**config.mk**
```make
export PLATFORM = sky130hd
export DESIGN_NAME = fetch_ctrl
export DESIGN_NICKNAME = d
export VERILOG_FILES = /design/src/rtl/fetch_ctrl.sv
export SDC_FILE = /design/constraint.sdc
export NUM_CORES = 1
export LEC_CHECK = 0
export CORE_MARGIN = 2
export CORE_UTILIZATION = 55
export DETAILED_ROUTE_END_ITERATION = 8
export PLACE_DENSITY_LB_ADDON = 0.05
export SLEW_MARGIN = 15
export SYNTH_ARGS = -nofsm -noshare
export SYNTH_HDL_FRONTEND = slang
export SYNTH_SLANG_ARGS = --single-unit
```
**constraint.sdc**
```tcl
create_clock -name clk -period 27 [get_ports clk]
set_input_delay 6.75 -clock clk [delete_from_list [all_inputs] [get_ports clk]]
set_output_delay 6.75 -clock clk [all_outputs]
set_load 0.03 [all_outputs]
```
**src/rtl/fetch_ctrl.sv**
```systemverilog
// Instruction-fetch sequencer: one outstanding req/gnt/rvalid fetch at a time,
// responses buffered with their PC in a small FIFO, redirects flush stale work.
module fetch_ctrl #(
    parameter logic [31:0] RESET_PC  = 32'h0000_0000,
    parameter int unsigned BUF_DEPTH = 2
) (
    input  logic        clk,
    input  logic        reset,
    input  logic        redirect_i,
    input  logic [31:0] redirect_pc_i,
    output logic        imem_req_o,
    output logic [31:0] imem_addr_o,
    input  logic        imem_gnt_i,
    input  logic        imem_rvalid_i,
    input  logic [31:0] imem_rdata_i,
    output logic        instr_valid_o,
    output logic [31:0] instr_o,
    output logic [31:0] instr_pc_o,
    input  logic        instr_ready_i
);

    localparam int unsigned PTR_W = (BUF_DEPTH > 1) ? $clog2(BUF_DEPTH) : 1;
    localparam int unsigned CNT_W = PTR_W + 1;
    localparam logic [CNT_W-1:0] DEPTH_C = CNT_W'(BUF_DEPTH);

    typedef enum logic [2:0] {
        S_BOOT  = 3'd0,
        S_REQ   = 3'd1,
        S_WAIT  = 3'd2,
        S_DRAIN = 3'd3,
        S_IDLE  = 3'd4
    } state_e;

    state_e             state_q, state_d;
    logic [31:0]        fetch_pc_q, fetch_pc_d;
    logic [31:0]        issued_pc_q, issued_pc_d;
    logic               pend_q, pend_d;
    logic [31:0]        buf_instr_q [BUF_DEPTH];
    logic [31:0]        buf_instr_d [BUF_DEPTH];
    logic [31:0]        buf_pc_q    [BUF_DEPTH];
    logic [31:0]        buf_pc_d    [BUF_DEPTH];
    logic [PTR_W-1:0]   rd_ptr_q, rd_ptr_d;
    logic [PTR_W-1:0]   wr_ptr_q, wr_ptr_d;
    logic [CNT_W-1:0]   count_q, count_d;
    logic               req_q, req_d;
    logic [31:0]        addr_q, addr_d;
    logic               valid_q, valid_d;
    logic [31:0]        instr_q, instr_d;
    logic [31:0]        ipc_q, ipc_d;

    logic               push;
    logic               pop;
    logic [31:0]        redir_pc;
    logic               unused_rpc_lsb;

    assign redir_pc       = {redirect_pc_i[31:2], 2'b00};
    assign unused_rpc_lsb = ^redirect_pc_i[1:0];

    assign imem_req_o    = req_q;
    assign imem_addr_o   = addr_q;
    assign instr_valid_o = valid_q;
    assign instr_o       = instr_q;
    assign instr_pc_o    = ipc_q;

    always_comb begin
        state_d     = state_q;
        fetch_pc_d  = fetch_pc_q;
        issued_pc_d = issued_pc_q;
        pend_d      = pend_q;
        buf_instr_d = buf_instr_q;
        buf_pc_d    = buf_pc_q;
        rd_ptr_d    = rd_ptr_q;
        wr_ptr_d    = wr_ptr_q;
        count_d     = count_q;
        req_d       = 1'b0;
        addr_d      = addr_q;
        valid_d     = 1'b0;
        instr_d     = instr_q;
        ipc_d       = ipc_q;
        push        = 1'b0;
        // A redirect flushes the buffer, so a coincident pop has no effect.
        pop         = (count_q != '0) && instr_ready_i && !redirect_i;

        case (state_q)
            S_BOOT: begin
                state_d = S_REQ;
                if (redirect_i) fetch_pc_d = redir_pc;
            end
            S_REQ: begin
                if (imem_gnt_i) begin
                    issued_pc_d = addr_q;
                    if (pend_q || redirect_i) begin
                        state_d    = S_DRAIN;
                        pend_d     = 1'b0;
                        fetch_pc_d = redirect_i ? redir_pc : fetch_pc_q;
                    end else begin
                        state_d    = S_WAIT;
                        fetch_pc_d = fetch_pc_q + 32'd4;
                    end
                end else if (redirect_i) begin
                    pend_d     = 1'b1;
                    fetch_pc_d = redir_pc;
                end
            end
            S_WAIT: begin
                if (redirect_i) begin
                    fetch_pc_d = redir_pc;
                    state_d    = imem_rvalid_i ? S_REQ : S_DRAIN;
                end else if (imem_rvalid_i) begin
                    push    = 1'b1;
                    state_d = ((count_q + CNT_W'(1) - CNT_W'(pop)) < DEPTH_C) ? S_REQ : S_IDLE;
                end
            end
            S_DRAIN: begin
                if (redirect_i) fetch_pc_d = redir_pc;
                if (imem_rvalid_i) state_d = S_REQ;
            end
            S_IDLE: begin
                if (redirect_i) begin
                    fetch_pc_d = redir_pc;
                    state_d    = S_REQ;
                end else if ((count_q - CNT_W'(pop)) < DEPTH_C) begin
                    state_d = S_REQ;
                end
            end
            default: state_d = S_BOOT;
        endcase

        if (redirect_i) begin
            rd_ptr_d = '0;
            wr_ptr_d = '0;
            count_d  = '0;
        end else begin
            if (push) begin
                buf_instr_d[wr_ptr_q] = imem_rdata_i;
                buf_pc_d[wr_ptr_q]    = issued_pc_q;
                wr_ptr_d              = wr_ptr_q + PTR_W'(1);
            end
            if (pop) rd_ptr_d = rd_ptr_q + PTR_W'(1);
            count_d = count_q + CNT_W'(push) - CNT_W'(pop);
        end

        // Address is captured on entry to REQ and held until the grant.
        req_d = (state_d == S_REQ);
        if ((state_d == S_REQ) && (state_q != S_REQ)) addr_d = fetch_pc_d;

        valid_d = (count_d != '0);
        if (count_d != '0) begin
            instr_d = buf_instr_d[rd_ptr_d];
            ipc_d   = buf_pc_d[rd_ptr_d];
        end
    end

    always_ff @(posedge clk or posedge reset) begin
        if (reset) begin
            state_q     <= S_BOOT;
            fetch_pc_q  <= RESET_PC;
            issued_pc_q <= RESET_PC;
            pend_q      <= 1'b0;
            buf_instr_q <= '{default: '0};
            buf_pc_q    <= '{default: '0};
            rd_ptr_q    <= '0;
            wr_ptr_q    <= '0;
            count_q     <= '0;
            req_q       <= 1'b0;
            addr_q      <= RESET_PC;
            valid_q     <= 1'b0;
            instr_q     <= '0;
            ipc_q       <= '0;
        end else begin
            state_q     <= state_d;
            fetch_pc_q  <= fetch_pc_d;
            issued_pc_q <= issued_pc_d;
            pend_q      <= pend_d;
            buf_instr_q <= buf_instr_d;
            buf_pc_q    <= buf_pc_d;
            rd_ptr_q    <= rd_ptr_d;
            wr_ptr_q    <= wr_ptr_d;
            count_q     <= count_d;
            req_q       <= req_d;
            addr_q      <= addr_d;
            valid_q     <= valid_d;
            instr_q     <= instr_d;
            ipc_q       <= ipc_d;
        end
    end

endmodule
```
==> metrics.md <==
| Metric | Value |
|---|---|
| Initial Utilization | 56.0% |
| Commonest non-fill, non-tap cell in the layout | dfrtp_1 |
| Top sig layer | met4 |
| Max Cap Viol | 0 |
| Worst-path fanout max | 95 |
| Vias in the first global route | 8747 |
| Net Sw Frac | 34.2% |
| Final worst-path cycle share | 38.1% |
| Comb power frac | 32.4% |
| Worst EP required | 27.43 ns |
| Vias | 8755 |
| Share of cells above drive strength 1 | 21.3% |
| Drt drc | 0 |
| RSZ-0062 raised after global routing | no |
| Largest net degree at the start of global routing | 157 |
| Inserted Diodes | 0 |
| Clk root buf | clkbuf_16 |
| Async SR Flop Fraction | 100% |
| Register-to-Register Setup Slack | 22.76 ns |
| Clk_skew | 0.00900 ns |
| Worst Path Class, Setup | input port to flip-flop |
| Routed Antenna Nets | 0 |
| Sink Count | 298 |
| Slew Viols, Final | 0 |
| Clock power share | 26.2% |
| Syn avg cell area | 12.3 µm² |
| Post-Route Utilization | 68.2% |
| CORE AREA | 23500 µm² |
| Post-synthesis sequential area ratio | 56.7% |
| Finished Cell Area | 16000 µm² |
| Most frequent cells in the layout | 298 x dfrtp_1, 181 x mux2_2, 165 x clkdlybuf4s50_1, 86 x nor2_1, 84 x mux2i_1 |
| H-tree levels | 1 |
| EDFF count, synth | 0 |
| Synth unique cells | 64 |
| DIE WIDTH | 159 µm |
| Switch Pwr | 555 µW |
| Gr usage total | 23.4% |
| Met2 routed WL | 13400 µm |
| Max IR drop VDD | 0.0000740 V |
| Routed met1 length | 13300 µm |
| Antenna violations before repair | 0 |
| Final wirelength | 28900 µm |
| Mapped cell area | 13100 µm² |
| Metal3 WL | 1660 µm |
| Area of placed instances | 15000 µm² |
| DRT Pass-1 Iters | 6 |
| Crit end category | flip-flop |
| Die Footprint | 25200 µm² |
| Layout Nets | 1285 |
| Power density over the cells | 101 nW/µm² |
| Fin. Hold Viols | 0 |
| Seq pwr share | 41.4% |
| Chip height | 159 µm |
| # IOs | 168 |
| Post-CTS sizing | 0 |
| FMAX | 97.2 MHz |
| Final TNS setup | 0 ns |
| Clk buf depth | 3 |
| Path category of the worst min-delay check | flip-flop to flip-flop |
| Predominant post-synthesis flop cell | dfrtp_1 |
| Final Critical Period | 10.29 ns |
| CTS hold repair buffers | 0 |
| Port bufs | 165 |
| Clock latency on the worst-skew pair | 0.55 ns |
| Startpoint types | input port |
| GPL Wtd Cong | 0.871 |
| Placed wire-length estimate | 18000 µm |
| Area Growth Syn to Fin | 21.8% |
| Syn Nets | 1146 |
| Crit path DAT | 10.72 ns |
| TritonCTS clock tree | built |
| First-pass GRT wire length | 46500 µm |
| Routed vias/inst | 5.63 |
| Slew headroom | 27.5% |
| Setup Viol. Count Final | 0 |
| Total grt overflow | 0 |
| Setup Buffers After CTS | 0 |
| Synthesized flop and latch total | 298 |
| Starting DRT DRC Count | 649 |
| Lkg Pwr | 0.00708 µW |
| Status | finished clean |
| Internal | 1070 µW |
| Tightest Pin Transition | 1.09 ns |
| Routed length per placed instance | 18.6 µm |
| Clock Pin Slew Worst Setup and Hold Paths | 0.06 ns |
| TritonCTS buffer count | 31 |
| Std cell rows | 56 |
| Syn. warnings | 0 |
| Syn Inst Count | 1073 |
[power by group through the flow]
| stage | logic (µW) | registers, µW | clock network, µW |
|---|---|---|---|
| final | 525 | 672 | 424 |
| after global routing | 568 | 689 | 450 |
| after CTS | 531 | 673 | 433 |
| after detailed placement | 528 | 679 | 0 |
| after global placement | 520 | 674 | 0 |
| after floorplan | 203 | 786 | 0 |
[cells by family (layout without fill, tap and decap cells)]
kind of cell / Yosys count / after routing / synth area share (%)
AOI/OAI and AO/OA: 164 / 164 / 7.90
muxes: 267 / 267 / 22.1
adders and majority gates: 3 / 3 / 0.286
xor gates and xnor gates: 14 / 14 / 0.933
DFF: 298 / 298 / 56.7
buffers and inverters: 92 / 256 / 3.28
and+or+nand+nor: 235 / 235 / 8.76
[sequential cells by signal (all words and copies together) (netlist names)]
| name | flops |
|---|---|
| count_q | 2 |
| state_q | 3 |
| buf_pc_q | 64 |
| pend_q | 1 |
| fetch_pc_q | 32 |
| instr_o | 32 |
| issued_pc_q | 32 |
| imem_req_o | 1 |
| buf_instr_q | 64 |
| instr_valid_o | 1 |
| rd_ptr_q | 1 |
| wr_ptr_q | 1 |
| imem_addr_o | 32 |
| instr_pc_o | 32 |
[layout make-up]
type	instances	area (µm²)
Tap cell	319	399
Sequential cell	298	7460
Clock buffer	42	877
Timing Repair Buffer	174	1730
Multi-Input combinational cell	683	5300
Fill cell	1803	7460
Inverter	24	97.6
Clock inverter	16	149
[worst paths after layout]
| path | startpoint | end | cells after the start |
|---|---|---|---|
| hold / removal | fetch_pc_q[0]$_DFF_PP0_ | fetch_pc_q[0]$_DFF_PP0_ | 1 |
| setup reg to reg | state_q[2]$_DFF_PP0_ | instr_o[31]$_DFFE_PP0P_ | 9 |
| setup / recovery | redirect_i | instr_o[31]$_DFFE_PP0P_ | 11 |
| min in group asynchronous | reset | instr_o[9]$_DFFE_PP0P_ | 2 |
| max in group asynchronous | reset | fetch_pc_q[31]$_DFF_PP0_ | 3 |
| hold reg to reg | fetch_pc_q[0]$_DFF_PP0_ | fetch_pc_q[0]$_DFF_PP0_ | 1 |
[stage by stage]
step                total power [µW]  hold WS [ns]  setup slack [ns]  std cells
finish                          1620         0.479             16.71       1556
global route                    1710         0.503             16.48       1556
CTS                             1640         0.479             16.76       1556
detailed placement              1210         0.465             16.18       1498
global placement                1190         0.466             16.23       1498
floorplan                        988         0.444             12.02       1073
[worst max-delay path, stage by stage]
cell and delay [ns]:
clkdlybuf4s50_1 0.39, buf_4 0.27, nor4b_4 0.45, nand2_1 0.17, ha_1 0.31, inv_1 0.04, ha_1 0.17, xnor2_1 0.17
o21bai_4 0.62, buf_4 0.83, mux2_2 0.42
[metal layers]
metal	track usage, %	vias up
met3	4.14	42
met5	0	-
met2	36.8	247
met1	33.8	4363
met4	6.44	0
li1	-	4103
[synthesized netlist by cell type (16+ instances only)]
master      n  share of area, %
mux2_2    181                16
a21oi_1    78               3.0
dfrtp_1   298                57
mux2i_1    84               6.4
o21ai_0    25              0.95
nor2_1     87               2.5
nand2_1    67               1.9
nand3_1    16              0.61
o221ai_1   25               1.7
inv_1      24              0.69
buf_2      35               1.3
clkbuf_1   22              0.63
Note: power is estimated with default switching activity, not from simulation.
